<file path="src/rtl/ad7705_sample_avg.sv">
// Block averager for AD7705 sample codes: N = 2^LOG2_N samples per window, rounded mean,
// window min/max and a sticky rail flag. A new sample is marked by each rise of sample_rdy.
module ad7705_sample_avg #(
  parameter int unsigned LOG2_N = 3
) (
  input  logic        clk,
  input  logic        rstn,
  input  logic [15:0] sample_in,
  input  logic        sample_rdy,
  input  logic        clear,
  output logic [15:0] avg_out,
  output logic        avg_vld,
  output logic [15:0] min_out,
  output logic [15:0] max_out,
  output logic [6:0]  fill_cnt,
  output logic        ovr
);

  localparam int unsigned AW = 16 + LOG2_N;
  localparam logic [6:0]  LAST = 7'((1 << LOG2_N) - 1);
  localparam logic [AW:0] HALF = (AW + 1)'((1 << LOG2_N) >> 1);

  typedef enum logic [0:0] {StEmpty, StAccum} state_e;

  state_e          state_q, state_d;
  logic            rdy_q;
  logic [AW-1:0]   acc_q, acc_d;
  logic [15:0]     run_min_q, run_min_d, run_max_q, run_max_d;
  logic [6:0]      fill_d;
  logic            ovr_d, vld_d;
  logic [15:0]     avg_d, min_d, max_d;
  logic            accept, last;
  logic [15:0]     new_min, new_max, avg_sat;
  logic [AW:0]     sum_full, avg_full;

  // Clear wins over a coinciding rise; the rise is still consumed through rdy_q.
  assign accept  = sample_rdy & ~rdy_q & ~clear;
  assign last    = (LOG2_N == 0) || ((state_q == StAccum) && (fill_cnt == LAST));
  assign new_min = (sample_in < run_min_q) ? sample_in : run_min_q;
  assign new_max = (sample_in > run_max_q) ? sample_in : run_max_q;

  assign sum_full = {1'b0, acc_q} + {{(LOG2_N + 1){1'b0}}, sample_in} + HALF;
  assign avg_full = sum_full >> LOG2_N;
  assign avg_sat  = (|avg_full[AW:16]) ? 16'hFFFF : avg_full[15:0];

  always_comb begin
    state_d   = state_q;
    acc_d     = acc_q;
    fill_d    = fill_cnt;
    run_min_d = run_min_q;
    run_max_d = run_max_q;
    ovr_d     = ovr;
    vld_d     = 1'b0;
    avg_d     = avg_out;
    min_d     = min_out;
    max_d     = max_out;
    if (clear) begin
      state_d   = StEmpty;
      acc_d     = '0;
      fill_d    = '0;
      run_min_d = 16'hFFFF;
      run_max_d = 16'h0000;
      ovr_d     = 1'b0;
    end else if (accept) begin
      if (sample_in == 16'h0000 || sample_in == 16'hFFFF) ovr_d = 1'b1;
      if (last) begin
        avg_d     = avg_sat;
        min_d     = new_min;
        max_d     = new_max;
        vld_d     = 1'b1;
        state_d   = StEmpty;
        acc_d     = '0;
        fill_d    = '0;
        run_min_d = 16'hFFFF;
        run_max_d = 16'h0000;
      end else begin
        state_d   = StAccum;
        acc_d     = acc_q + AW'(sample_in);
        fill_d    = fill_cnt + 7'd1;
        run_min_d = new_min;
        run_max_d = new_max;
      end
    end
  end

  always_ff @(posedge clk or negedge rstn) begin
    if (!rstn) begin
      state_q   <= StEmpty;
      rdy_q     <= 1'b1;
      acc_q     <= '0;
      fill_cnt  <= '0;
      run_min_q <= 16'hFFFF;
      run_max_q <= 16'h0000;
      ovr       <= 1'b0;
      avg_vld   <= 1'b0;
      avg_out   <= 16'h0000;
      min_out   <= 16'h0000;
      max_out   <= 16'h0000;
    end else begin
      state_q   <= state_d;
      rdy_q     <= sample_rdy;
      acc_q     <= acc_d;
      fill_cnt  <= fill_d;
      run_min_q <= run_min_d;
      run_max_q <= run_max_d;
      ovr       <= ovr_d;
      avg_vld   <= vld_d;
      avg_out   <= avg_d;
      min_out   <= min_d;
      max_out   <= max_d;
    end
  end

endmodule

</file>
<file path="config.mk">
export PLATFORM = sky130hd
export DESIGN_NAME = ad7705_sample_avg
export DESIGN_NICKNAME = d
export VERILOG_FILES = /design/src/rtl/ad7705_sample_avg.sv
export SDC_FILE = /design/constraint.sdc
export NUM_CORES = 1
export LEC_CHECK = 0
export ABC_AREA = 1
export CORE_MARGIN = 1.5
export CORE_UTILIZATION = 30
export CTS_CLUSTER_DIAMETER = 80
export DETAILED_ROUTE_END_ITERATION = 7
export DONT_BUFFER_PORTS = 1
export PLACE_DENSITY_LB_ADDON = 0.05
export SYNTH_ARGS = -nofsm -noshare
export SYNTH_HDL_FRONTEND = slang
export SYNTH_SLANG_ARGS = --single-unit
export TNS_END_PERCENT = 50
</file>
<file path="constraint.sdc">
create_clock -name clk -period 2.22 [get_ports clk]
set_clock_uncertainty 0.1 [all_clocks]
set_input_delay 0.111 -clock clk [delete_from_list [all_inputs] [get_ports clk]]
set_output_delay 0.111 -clock clk [all_outputs]
set_load 0.05 [all_outputs]
</file>
==> insert_results.sql <==
INSERT INTO impl_metrics (metric_group, metric, value, unit) VALUES
('die', 'dieWidth', '165.1', 'microns'),
('die', 'core_region_area', '25910', 'sq um'),
('synthesis', 'post_synth.cell_area_avg', '7.210', 'sq um'),
('synthesis', 'yosys-top-cells-area', 'dfrtp_1 30%, nand2_1 17%, ha_1 10%', ''),
('layout', 'multi_input_comb_area', '4828', 'sq um'),
('timing', 'post-route-worst-setup-slack', '-0.1219', 'ns'),
('timing', 'fin_hold_ws', '-0.6690', 'ns'),
('placement', 'placedCellCount', '1512', ''),
('placement', 'detailedPlacementHpwl', '18720', 'microns'),
('layout', 'finalNonFillerCells', '1564', ''),
('setup_path', 'path_class', 'flip-flop to flip-flop', ''),
('detailed_routing', 'detail_route.iter0.violations', '420', ''),
('synthesis', 'synthesis.nets', '1190', ''),
('timing', 'hold_viol_final', '110', ''),
('setup_path', 'endpoint_type_of_the_worst_setup_path', 'flip-flop', ''),
('synthesis', 'yosys_warnings', '0', ''),
('timing', 'timing.final.crit_period', '2.342', 'ns'),
('setup_path', 'rrSetupSlack', '-0.12', 'ns'),
('setup_path', 'worst_setup_path_start_kind', 'flip-flop', ''),
('timing', 'maxSlewHeadroom', '0.6657', ''),
('global_route', 'grt_pass1_vias', '7143', ''),
('detailed_routing', 'drt-vias-per-instance', '4.651', ''),
('setup_path', 'worst_ep_required_time', '2.38', 'ns'),
('synthesis', 'ys_types', '42', ''),
('layout', 'layout.filler_cells', '2695', ''),
('cts', 'root_buffer', 'clkbuf_16', ''),
('synthesis', 'netlist_instances', '1093', ''),
('setup_path', 'crit_path_max_fanout', '3', ''),
('global_route', 'grt_max_degree', '111', ''),
('detailed_routing', 'postRouteAntennaNets', '0', ''),
('setup_path', 'worst_r2r_endpoint', 'avg_out[14]', ''),
('cts', 'clkLatencyLatePin', '0.37', 'ns'),
('timing', 'final_period_util', '1.055', ''),
('power', 'total_power', '5712', 'uW'),
('detailed_routing', 'detailed_routing_wirelength_on_met1', '13100', 'microns'),
('power', 'power_density', '563.5', 'nW/um^2'),
('timing', 'finish_stage_setup_viols', '12', ''),
('layout', 'ff_latch_area', '2774', 'sq um'),
('layout', 'final_nets', '1321', ''),
('cts', 'cts.htree.levels', '3', ''),
('timing', 'timing.fmax', '427.0', 'MHz'),
('timing', 'timing.final.max_slew_violations', '0', ''),
('global_route', 'grt_first_pass_wirelength', '41110', 'microns'),
('die', 'die_area', '27250', 'sq um'),
('timing', 'rsz0062_at_grt', 'yes', ''),
('placement', 'place_congestion', '0.8103', ''),
('detailed_routing', 'firstDrtPassIters', '5', ''),
('synthesis', 'netlist_area_before_placement', '7880', 'sq um'),
('die', 'die_h', '165.1', 'microns'),
('run_status', 'violated_checks', 'hold timing, setup timing', ''),
('synthesis', 'synth.top_cell.area_share', '0.2953', ''),
('global_route', 'grt_overflow_total', '0', ''),
('global_route', 'grt.total_usage', '0.2021', ''),
('placement', 'buffer_ports.inserted', '0', ''),
('placement', 'detailedPlace.worstSlack', '-0.2455', 'ns'),
('die', 'io_pins', '77', ''),
('power', 'cellLeakagePower', '0.005356', 'uW'),
('cts', 'cts_hold_buffers_added', '18', ''),
('die', 'number_of_placement_rows', '59', ''),
('setup_path', 'worstReg2RegStart', 'acc_q[5]', ''),
('cts', 'cts.clk_slew.worst_paths', '0.09', 'ns'),
('detailed_routing', 'route.final.wire_length', '26540', 'microns'),
('timing', 'worst_margin_slew', '0.5015', 'ns'),
('cts', 'tritoncts', 'yes', ''),
('global_route', 'initial_antenna_violation_count', '0', ''),
('cts', 'cts_made_buffers', '9', ''),
('synthesis', 'ys_ff_latch', '110', ''),
('detailed_routing', 'met3_wirelength', '1098', 'microns'),
('detailed_routing', 'post-route-drc-count', '0', ''),
('run_status', 'status', 'finished with violations', ''),
('detailed_routing', 'routed-via-count', '7274', '');
==> worst max-delay path by stage <==
| stage | startpoint | to | slack [ns] | cells past startpoint |
|---|---|---|---|---|
| floorplan | acc_q[5] | avg_out[13] | 0.009 | 14 |
| global placement | acc_q[13] | avg_out[9] | -0.20 | 9 |
| detailed placement | acc_q[13] | avg_out[9] | -0.25 | 9 |
| CTS | acc_q[8] | avg_out[14] | -0.11 | 12 |
| global route | acc_q[5] | avg_out[14] | -0.26 | 15 |
| finish | acc_q[5] | avg_out[14] | -0.12 | 15 |
==> layer usage <==
layer / vias to the layer above / track usage
met5: - / 0
met4: 0 / 0.04505
met3: 26 / 0.03272
met2: 148 / 0.3180
met1: 3339 / 0.2891
li1: 3761 / -
==> final cells by class <==
type / instances / share of cell area
Inverter: 148 / 0.05481
Sequential cell: 110 / 0.2737
Clock buffer: 9 / 0.02222
Clock inverter: 7 / 0.009382
Tap cell: 335 / 0.04135
Multi-Input combinational cell: 810 / 0.4764
Timing Repair Buffer: 145 / 0.1222
==> critical path: stages, from the launching register on <==
cell and delay, ns:
dfrtp_1 0.36, ha_2 0.19, inv_2 0.04, fa_1 0.56
inv_1 0.07, a21oi_2 0.17, buf_4 0.13, nand2_2 0.04
nand2_1 0.05, nand2_1 0.05, nand2_2 0.07, nand2_2 0.06
nor2_4 0.12, nand2_2 0.06, nor2_2 0.11, nor2_1 0.04
==> per-stage QoR <==
step	hold WS, ns	setup TNS [ns]	cell area, sq um	utilization
6_report	-0.6690	-0.9491	10140	0.3912
5_1_grt	-0.6924	-3.133	10140	0.3912
4_1_cts	-0.6908	-0.9955	9767	0.3769
3_5_place_dp	-0.2789	-3.070	9044	0.3490
3_3_place_gp	-0.2791	-2.469	9044	0.3490
2_1_floorplan	-0.2846	0	7886	-
==> repair_timing <==
action | CTS | global route
endpoints found under the setup margin | 19 | 81
gates cloned | 0 | 1
pin swaps | 20 | 41
resized for setup | 54 | 80
buffers inserted | 9 | 9
hold endpoints to repair | 169 | 110
==> cells in the mapped netlist (all sizes together) <==
library cell / count
clkbuf: 9
nor3: 8
nand4: 11
nor2: 91
a21oi: 44
nand3b: 1
o22ai: 6
a31oi: 4
inv: 148
dfrtp: 93
dfstp: 17
fa: 12
o21ai: 38
and2: 2
nor3b: 1
nand3: 118
buf: 16
xnor2: 2
xor2: 8
a22o: 3
o21bai: 3
a21boi: 1
ha: 65
a211oi: 1
nor4: 10
o31ai: 1
or2: 1
nand2: 378
a22oi: 1
==> where the power goes <==
part,switching [uW],internal [uW],leakage [uW]
registers,213,2120,0.00142
clock network,916,918,0.000158
logic,885,664,0.00377
==> logic make-up (layout without fill, tap and decap cells) <==
kind of cell	Yosys count	count (layout)	synth area share
xor gates and xnor gates	10	10	0.01112
AOI/OAI and AO/OA	102	102	0.07050
DFF	110	110	0.3520
buffers and inverters	173	309	0.08796
adders and majority gates	77	77	0.1337
and+or+nand+nor	621	621	0.3447
==> state kept, by name, indices dropped and copies added, names as in the netlist, 7 cells and up <==
signal and cells:
avg_out 16, min_out 16, acc_q 19, run_max_q 16, max_out 16, fill_cnt 7, run_min_q 16
==> layout by cell type (no fill, tap or decap), types with 17 or more instances in the layout <==
| master | instances |
|---|---|
| a21oi_1 | 32 |
| buf_4 | 115 |
| dfrtp_1 | 93 |
| dfstp_2 | 17 |
| dlygate4sd3_1 | 17 |
| ha_1 | 54 |
| inv_1 | 129 |
| inv_2 | 19 |
| nand2_1 | 330 |
| nand2_2 | 33 |
| nand3_1 | 108 |
| nor2_1 | 69 |
| o21ai_0 | 32 |
No activity file was read; power rests on OpenSTA's default activity.
